## src/rtl/pmod_cls_emul_spi_resp.sv

```systemverilog
// SPI Mode 0 responder emulating the PMOD CLS display: 2x16 text buffer, ESC[..j / ESC[..H decode.
// Optional read-back echo of the last byte on CIPO under PMOD_CLS_RESP_ECHO_EN.
module pmod_cls_emul_spi_resp #(
   parameter int parm_sync_stages = 2,
   parameter int parm_param_max   = 99
) (
   input  logic         i_ext_spi_clk_x,
   input  logic         i_srst,
   input  logic         i_sck,
   input  logic         i_csn,
   input  logic         i_copi,
   output logic         o_cipo,
   output logic [127:0] o_line1,
   output logic [127:0] o_line2,
   output logic         o_cursor_row,
   output logic [3:0]   o_cursor_col,
   output logic         o_update,
   output logic         o_cmd_clear,
   output logic         o_err
);

   typedef enum logic [1:0] {
      ST_TEXT   = 2'd0,
      ST_ESC    = 2'd1,
      ST_PARAM1 = 2'd2,
      ST_PARAM2 = 2'd3
   } state_t;

   logic [parm_sync_stages-1:0] sck_sync, csn_sync, copi_sync;
   logic       sck_prev, csn_prev;
   logic       sck_now, csn_now, copi_now;
   logic       sck_rise, sck_fall, csn_rise, csn_fall, shift_en;
   logic [2:0] bit_cnt;
   logic [7:0] shift_reg, byte_data;
   logic       byte_strobe, abort;
   state_t     state;
   logic [6:0] param1, param2;
   logic [6:0] pos;
   logic       is_digit;

   function automatic logic [6:0] sat_param(input logic [6:0] cur, input logic [3:0] digit);
      logic [10:0] sum;
      sum = ({4'd0, cur} * 11'd10) + {7'd0, digit};
      if (sum > 11'(parm_param_max)) sat_param = 7'(parm_param_max);
      else                           sat_param = sum[6:0];
   endfunction

   always_comb begin
      sck_now  = sck_sync[parm_sync_stages-1];
      csn_now  = csn_sync[parm_sync_stages-1];
      copi_now = copi_sync[parm_sync_stages-1];
      sck_rise = sck_now & ~sck_prev;
      sck_fall = ~sck_now & sck_prev;
      csn_rise = csn_now & ~csn_prev;
      csn_fall = ~csn_now & csn_prev;
      // a rise coinciding with the CSN rise still belongs to the frame
      shift_en = sck_rise & ~(csn_now & csn_prev);
      pos      = 7'd127 - {o_cursor_col, 3'b000};
      is_digit = (byte_data >= 8'h30) && (byte_data <= 8'h39);
   end

   always_ff @(posedge i_ext_spi_clk_x) begin
      if (i_srst) begin
         sck_sync  <= {parm_sync_stages{1'b0}};
         csn_sync  <= {parm_sync_stages{1'b1}};
         copi_sync <= {parm_sync_stages{1'b0}};
         sck_prev  <= 1'b0;
         csn_prev  <= 1'b1;
      end else begin
         sck_sync  <= {sck_sync[parm_sync_stages-2:0], i_sck};
         csn_sync  <= {csn_sync[parm_sync_stages-2:0], i_csn};
         copi_sync <= {copi_sync[parm_sync_stages-2:0], i_copi};
         sck_prev  <= sck_now;
         csn_prev  <= csn_now;
      end
   end

   // byte assembly; a CSN rise with a partial byte flags an abort
   always_ff @(posedge i_ext_spi_clk_x) begin
      if (i_srst) begin
         bit_cnt     <= 3'd0;
         shift_reg   <= 8'd0;
         byte_data   <= 8'd0;
         byte_strobe <= 1'b0;
         abort       <= 1'b0;
      end else begin
         byte_strobe <= 1'b0;
         abort       <= 1'b0;
         if (shift_en) begin
            shift_reg <= {shift_reg[6:0], copi_now};
            bit_cnt   <= bit_cnt + 3'd1;
            if (bit_cnt == 3'd7) begin
               byte_strobe <= 1'b1;
               byte_data   <= {shift_reg[6:0], copi_now};
            end
         end
         if (csn_rise) begin
            bit_cnt <= 3'd0;
            if ((bit_cnt != 3'd0) && !(shift_en && (bit_cnt == 3'd7))) abort <= 1'b1;
         end
      end
   end

   always_ff @(posedge i_ext_spi_clk_x) begin
      if (i_srst) begin
         state        <= ST_TEXT;
         param1       <= 7'd0;
         param2       <= 7'd0;
         o_line1      <= {16{8'h20}};
         o_line2      <= {16{8'h20}};
         o_cursor_row <= 1'b0;
         o_cursor_col <= 4'd0;
         o_update     <= 1'b0;
         o_cmd_clear  <= 1'b0;
         o_err        <= 1'b0;
      end else begin
         o_update    <= 1'b0;
         o_cmd_clear <= 1'b0;
         o_err       <= abort;
         if (byte_strobe) begin
            case (state)
               ST_TEXT: begin
                  if (byte_data == 8'h1B) begin
                     state <= ST_ESC;
                  end else if ((byte_data >= 8'h20) && (byte_data <= 8'h7E)) begin
                     if (o_cursor_row == 1'b0) o_line1[pos -: 8] <= byte_data;
                     else                      o_line2[pos -: 8] <= byte_data;
                     o_update <= 1'b1;
                     if (o_cursor_col == 4'd15) begin
                        o_cursor_col <= 4'd0;
                        o_cursor_row <= ~o_cursor_row;
                     end else begin
                        o_cursor_col <= o_cursor_col + 4'd1;
                     end
                  end else begin
                     state <= ST_TEXT;
                  end
               end
               ST_ESC: begin
                  if (byte_data == 8'h5B) begin
                     state  <= ST_PARAM1;
                     param1 <= 7'd0;
                     param2 <= 7'd0;
                  end else begin
                     state <= ST_TEXT;
                     o_err <= 1'b1;
                  end
               end
               ST_PARAM1, ST_PARAM2: begin
                  if (is_digit) begin
                     if (state == ST_PARAM1) param1 <= sat_param(param1, byte_data[3:0]);
                     else                    param2 <= sat_param(param2, byte_data[3:0]);
                  end else if ((byte_data == 8'h3B) && (state == ST_PARAM1)) begin
                     state <= ST_PARAM2;
                  end else if (byte_data == 8'h6A) begin
                     state        <= ST_TEXT;
                     o_line1      <= {16{8'h20}};
                     o_line2      <= {16{8'h20}};
                     o_cursor_row <= 1'b0;
                     o_cursor_col <= 4'd0;
                     o_cmd_clear  <= 1'b1;
                  end else if (byte_data == 8'h48) begin
                     state        <= ST_TEXT;
                     o_cursor_row <= (param1 != 7'd0);
                     o_cursor_col <= (param2 > 7'd15) ? 4'd15 : param2[3:0];
                  end else begin
                     state <= ST_TEXT;
                     o_err <= 1'b1;
                  end
               end
               default: state <= ST_TEXT;
            endcase
         end
      end
   end

`ifdef PMOD_CLS_RESP_ECHO_EN
   logic [7:0] echo, tx;

   // echo holds the last complete byte; tx is the copy shifted out during a frame
   always_ff @(posedge i_ext_spi_clk_x) begin
      if (i_srst) begin
         echo   <= 8'd0;
         tx     <= 8'd0;
         o_cipo <= 1'b0;
      end else begin
         if (byte_strobe) echo <= byte_data;
         if (csn_fall) begin
            o_cipo <= echo[7];
            tx     <= {echo[6:0], 1'b0};
         end else if (sck_fall && !csn_now) begin
            o_cipo <= tx[7];
            tx     <= {tx[6:0], 1'b0};
         end else begin
            tx <= tx;
         end
      end
   end
`else
   assign o_cipo = 1'b0;
`endif

endmodule

```

## config.mk

```make
export PLATFORM = sky130hd
export DESIGN_NAME = pmod_cls_emul_spi_resp
export DESIGN_NICKNAME = d
export VERILOG_FILES = /design/src/rtl/pmod_cls_emul_spi_resp.sv
export SDC_FILE = /design/constraint.sdc
export NUM_CORES = 1
export LEC_CHECK = 0
export ABC_AREA = 1
export BUFFER_PORTS_ARGS = -buffer_cell sky130_fd_sc_hd__buf_2
export CAP_MARGIN = 15
export CORE_MARGIN = 2
export CORE_UTILIZATION = 52
export CTS_CLUSTER_DIAMETER = 80
export DETAILED_ROUTE_END_ITERATION = 8
export PLACE_DENSITY = 0.76
export SKIP_LAST_GASP = 1
export SYNTH_ARGS = -nofsm -noshare
export SYNTH_HDL_FRONTEND = slang
export SYNTH_SLANG_ARGS = --single-unit
```

## constraint.sdc

```tcl
create_clock -name i_ext_spi_clk_x -period 6 [get_ports i_ext_spi_clk_x]
set_clock_uncertainty 0.1 [all_clocks]
set_input_delay 0.6 -clock i_ext_spi_clk_x [delete_from_list [all_inputs] [get_ports i_ext_spi_clk_x]]
set_output_delay 0.6 -clock i_ext_spi_clk_x [all_outputs]
set_load 0.005 [all_outputs]
```

==> results of run 1 <==
## cell usage in the layout, fill, tap and decap left out, types with 4 or more instances in the layout
cell and n:
nand2_2 6, nand3_1 160, nand3_2 15, nor2_1 181
o211ai_1 21, a21oi_1 263, o21ai_1 8, nor3_1 12
buf_2 267, inv_1 75, ha_1 39, clkbuf_16 31
fa_1 4, nand2_1 550, inv_2 8, clkbuf_1 6
nand4_1 15, clkbuf_8 8, o21ai_0 37, buf_4 10
nand3b_1 6, a211oi_1 5, dfxtp_1 308
## per-stage QoR
| step | hold slack (ns) | std cells | instance area (sq um) |
|---|---|---|---|
| final | 0.1299 | 2402 | 15790 |
| after global placement | 0.3027 | 2346 | 14760 |
| after CTS | 0.1259 | 2402 | 15790 |
| after detailed placement | 0.3024 | 2346 | 14760 |
| after floorplan | 0.2883 | 1818 | 13310 |
| after global routing | 0.1343 | 2402 | 15790 |
## layout make-up
class                           instances  area share (%)
Multi-Input combinational cell       1345           40.75
Timing Repair Buffer                  278           9.008
Clock inverter                         11          0.7923
Sequential cell                       308           39.04
Inverter                               85           2.036
Clock buffer                           45           5.752
Tap cell                              330           2.614
## path summary, 6_finish.rpt
path                           from                  endpoint  slack, ns  cells past startpoint
max           state[0]$_SDFFE_PP0P_  o_line1[21]$_SDFFE_PP1P_       2.17                     12
min                           i_csn    csn_sync[0]$_SDFF_PP1_       0.13                      2
max reg2reg   state[0]$_SDFFE_PP0P_  o_line1[21]$_SDFFE_PP1P_       2.17                     12
min reg2reg  sck_sync[0]$_SDFF_PP0_    sck_sync[1]$_SDFF_PP0_       0.31                      2
## routing by layer
metal / wire length, microns / GRT usage [%]
met2: 19000 / 48.40
met4: 1719 / 12.76
met1: 17720 / 41.20
met5: 0 / 0
met3: 4509 / 6.717
## where the power goes
part / internal [mW] / switching, mW / total (mW)
Sequential: 2.05 / 0.00154 / 2.05
Clock: 1.14 / 0.833 / 1.97
Combinational: 0.00590 / 0.0368 / 0.0427
## cells by family after synthesis
kind of cell | synth area share, %
and+or+nand+nor | 30.33
AOI/OAI and AO/OA | 13.38
DFF | 46.32
buffers and inverters | 5.339
adders and majority gates | 4.268
xor gates and xnor gates | 0.3291
other | 0.02817
==> out/metrics.yaml, run 1 <==
drt_iter0_markers: 1521
grtUsageTotal_pct: 30.83
cts_resized: 0
port_buffers: 268
cp_max_fo: 93
fin_setup_tns_ns: 0
endpoint_kind: "register"
path_buf_inv: 5
synth-async-reset-ratio_pct: 0
yosysTopAreaCellShare_pct: 46.32
hold_buffers: 0
synthCells: 1818
overflow: 0
ys.flop_type: "dfxtp_1"
firstDrtPassIters: 9
synth_largest_area_cell: "dfxtp_1"
synth_edf_count: 0
place.gp.congestion: 0.9559
dieArea_sq_mm: 0.02689
crit_path_start_kind: "register"
min_period_ns: 3.835
power_density_mw_per_mm2: 257.2
syn_to_final_growth_pct: 18.65
multi_input_area_sq_mm: 0.006436
cp.arrival_ns: 4.15
synth_seq_cells: 308
grt_pass1_wl_mm: 66.35
tightestPinTransition_ns: 1.100
p_total_mw: 4.062
dp_worst_setup_slack_ns: 2.303
grt_pass1_vias: 12510
clk_pin_slew_worst_paths_ns: 0.06
yosys_warnings: 0
status: "finished clean"
slew_viol_final: 0
yosysMostFrequentCell: "nand2_1"
fillers: 2295
cpMaxStageDelayCell: "inv_4"
crit_type: "reg -> reg"
finalHoldViolCount: 0
max_cap_viol_count: 0
synth_nets: 1866
pin_count: 270
netlist_area_sq_mm: 0.01331
start_util_pct: 52.86
reg_top3: "o_line1 x128, o_line2 x128, byte_data x8"
cts_sinks: 308
finalWorstSetupSlack_ns: 2.165
avgSynthCellArea_sq_um: 7.321
nets: 2097
regArea_sq_mm: 0.006166
min_period_over_period_pct: 63.91
max_stage_delay_ns: 0.78
vias: 13680
hp-class: "in -> reg"
numCtsBuffers: 31
postCtsSetupRepairBufs: 0
synth.distinct_cells: 37
clk_latency_ns: 0.57
die_height_microns: 164.0
final_core_util_pct: 62.71
clock_path_buffers: 3
rsz0062_at_grt: "no"
drive_gt1_share_pct: 17.71
htreeDepth: 1
antennaDiodeCount: 0
wl_per_cell_microns: 17.88
dp_hpwl_mm: 30.73
synth_area_leaders: "dfxtp_1 46%, nand2_1 16%, a21oi_1 9.9%"
power.leakage_nw: 6.697
rows: 58
antenna_found_initial: 0
setup_viol: 0
drc: 0
die_width_microns: 164.0
slew_headroom_pct: 26.69
required_ns: 6.31
root_buffer: "clkbuf_16"
critical_path.top_delay_family: "buffers and inverters"
grt_max_degree: 104
vias_per_cell: 5.694
core-area_sq_mm: 0.02518
cts_tree: "built"
drt_wl_total_mm: 42.96
yosysSeqAreaShare_pct: 46.32
ant_nets: 0
irDropWorstVdd_mv: 0.1915
max_freq_mhz: 260.8
synthTopCellsByCount: "550 x nand2_1, 308 x dfxtp_1, 263 x a21oi_1"
crit_path_cell_trace: "inv_1 > ha_1 > nor2_2 > buf_4 > inv_1 > nand2_2 > nand3_4 > inv_4 > buf_4 > nand2_2 > a21oi_1 > o21ai_0"
Power figures use the tool's default switching activity.
==> inputs of run 2 (changes only) <==
==> constraint.sdc (replaced) <==
create_clock -name i_ext_spi_clk_x -period 3.6 [get_ports i_ext_spi_clk_x]
set_clock_uncertainty 0.1 [all_clocks]
set_input_delay 0.36 -clock i_ext_spi_clk_x [delete_from_list [all_inputs] [get_ports i_ext_spi_clk_x]]
set_output_delay 0.36 -clock i_ext_spi_clk_x [all_outputs]
set_load 0.005 [all_outputs]
==> run 2 against run 1 <==
- combinational power rose by 75%
- maximum frequency rose by 26%
- wire length fell by 0.86%
- cell area rose by 0.95%
- critical path depth rose by 1
- clock-buffer cell count fell by 5
- sequential power rose by 67%
- flip-flop and latch count did not move
- hold slack improved by 0.016 ns
- largest cell class unchanged
==> out/metrics.yaml, run 2 (synthesized netlist as in run 1, its figures left out) <==
status: "finished clean"
dp_hpwl_mm: 30.65  # -0.26%
ant_nets: 0  # unchanged
antenna_found_initial: 0  # unchanged
postCtsSetupRepairBufs: 0  # unchanged
cp_max_fo: 7  # -92%
final_common_cell: "nand2_1"
endpoint_kind: "register"
cts_tree: "built"
drt_wl_total_mm: 42.59  # -0.86%
crit_path_cell_trace: "ha_1 > ha_1 > fa_1 > xor2_1 > nand3_1 > nor2_1 > nand3_1 > nand2_1 > nand2_1 > nor2_1 > nand3_1 > nand2_1 > a21oi_1"
pin_count: 270  # unchanged
crit_path_start_kind: "register"
rsz0062_at_grt: "no"
vias: 13580  # -0.74%
htreeDepth: 1  # unchanged
min_period_over_period_pct: 84.24  # +20 points
setup_viol: 0  # unchanged
slew_headroom_pct: 25.85  # -0.84 points
required_ns: 3.92  # -2.39 ns
drt_iter0_markers: 1656  # +8.9%
wl_per_cell_microns: 17.63  # -1.4%
power_density_mw_per_mm2: 421.6  # +64%
critical_path.top_delay_family: "simple AND/OR/NAND/NOR gates"
clock_path_buffers: 3  # unchanged
dieArea_sq_mm: 0.02689  # unchanged
overflow: 0  # unchanged
grt_max_degree: 138  # +33%
tightestPinTransition_ns: 1.103  # +0.003153 ns
power.leakage_nw: 6.781  # +1.2%
syn_to_final_growth_pct: 19.78
port_buffers: 268  # unchanged
max_cap_viol_count: 0  # unchanged
fillers: 2244  # -2.2%
crit_type: "reg -> reg"
finalHoldViolCount: 0  # unchanged
hp-class: "in -> reg"
die_height_microns: 164.0  # unchanged
vias_per_cell: 5.622  # -1.3%
die_width_microns: 164.0  # unchanged
grt_pass1_vias: 12300  # -1.7%
numCtsBuffers: 31  # unchanged
max_stage_delay_ns: 0.43  # -0.35 ns
drive_gt1_share_pct: 18.23  # +0.51 points
drc: 0  # unchanged
cpMaxStageDelayCell: "dfxtp_1"
cts_sinks: 308  # unchanged
grt_pass1_wl_mm: 65.55  # -1.2%
clk_latency_ns: 0.56  # about the same
nets: 2108  # +0.52%
rows: 58  # unchanged
slew_viol_final: 0  # unchanged
clk_pin_slew_worst_paths_ns: 0.06  # about the same
start_util_pct: 52.86  # unchanged
fin_hold_ws_ns: 0.1455  # +0.01556 ns
fin_setup_tns_ns: 0  # unchanged
cp.arrival_ns: 3.35  # -0.80 ns
max_freq_mhz: 329.7  # +26%
layout_common_cells: "550 x nand2_1, 308 x dfxtp_1, 267 x buf_2, 263 x a21oi_1, 181 x nor2_1"
path_buf_inv: 0  # -5
root_buffer: "clkbuf_16"
antennaDiodeCount: 0  # unchanged
grtUsageTotal_pct: 30.58  # -0.25 points
irDropWorstVdd_mv: 0.3259  # +70%
place.gp.congestion: 0.9664  # +1.1%
reg_top3: "o_line1 x128, o_line2 x128, byte_data x8"
firstDrtPassIters: 8  # -1
core-area_sq_mm: 0.02518  # unchanged
min_period_ns: 3.033  # -0.8020 ns
==> run 2: final cells by class <==
type | instances | area, sq um | area share [%]
clock buffer | 40 | 869.6 | 5.454
tap | 330 | 412.9 | 2.590
timing repair buffer | 289 | 1575 | 9.881
inverter | 85 | 321.6 | 2.017
clock inverter | 18 | 161.4 | 1.012
multi-input combinational | 1345 | 6436 | 40.37
sequential | 308 | 6166 | 38.68
==> run 2: power breakdown <==
| part | switching [mW] | internal (mW) | total, mW |
|---|---|---|---|
| Sequential | 0.00279 | 3.41 | 3.42 |
| Clock | 1.38 | 1.85 | 3.23 |
| Combinational | 0.0613 | 0.0134 | 0.0748 |
| Total | 1.44 | 5.28 | 6.72 |
==> run 2: final timing paths <==
check                          from                       to  slack, ns  cells past startpoint
max          param2[1]$_SDFFE_PP0P_   param2[5]$_SDFFE_PP0P_       0.57                     13
min                          i_srst  o_line2[7]$_SDFFE_PP0P_       0.15                      2
max reg2reg  param2[1]$_SDFFE_PP0P_   param2[5]$_SDFFE_PP0P_       0.57                     13
min reg2reg  sck_sync[0]$_SDFF_PP0_   sck_sync[1]$_SDFF_PP0_       0.31                      2
==> run 2: per-layer routing <==
layer	wire length (microns)	track usage [%]	part of all wire (%)
met2	18950	47.90	45
met5	0	1.136	0
met3	4601	7.955	11
met4	1577	10.73	3.7
met1	17460	40.84	41
==> run 2: what timing repair did <==
item / in CTS / in global routing
endpoints found under the hold margin: 3 / 0
hold buffers: 3 / 0
gates resized for setup: 0 / 0
==> run 2: through the flow <==
stage	std cells	power, mW	area [sq um]	util [%]	setup WS (ns)
after floorplan	1818	3.546	13310	-	0.9477
after global placement	2354	3.563	14880	59.10	0.6731
after detailed placement	2354	3.563	14880	59.10	0.6055
after CTS	2415	6.737	15940	63.31	0.5742
after global routing	2415	6.883	15940	63.31	0.3000
final	2415	6.721	15940	63.31	0.5673
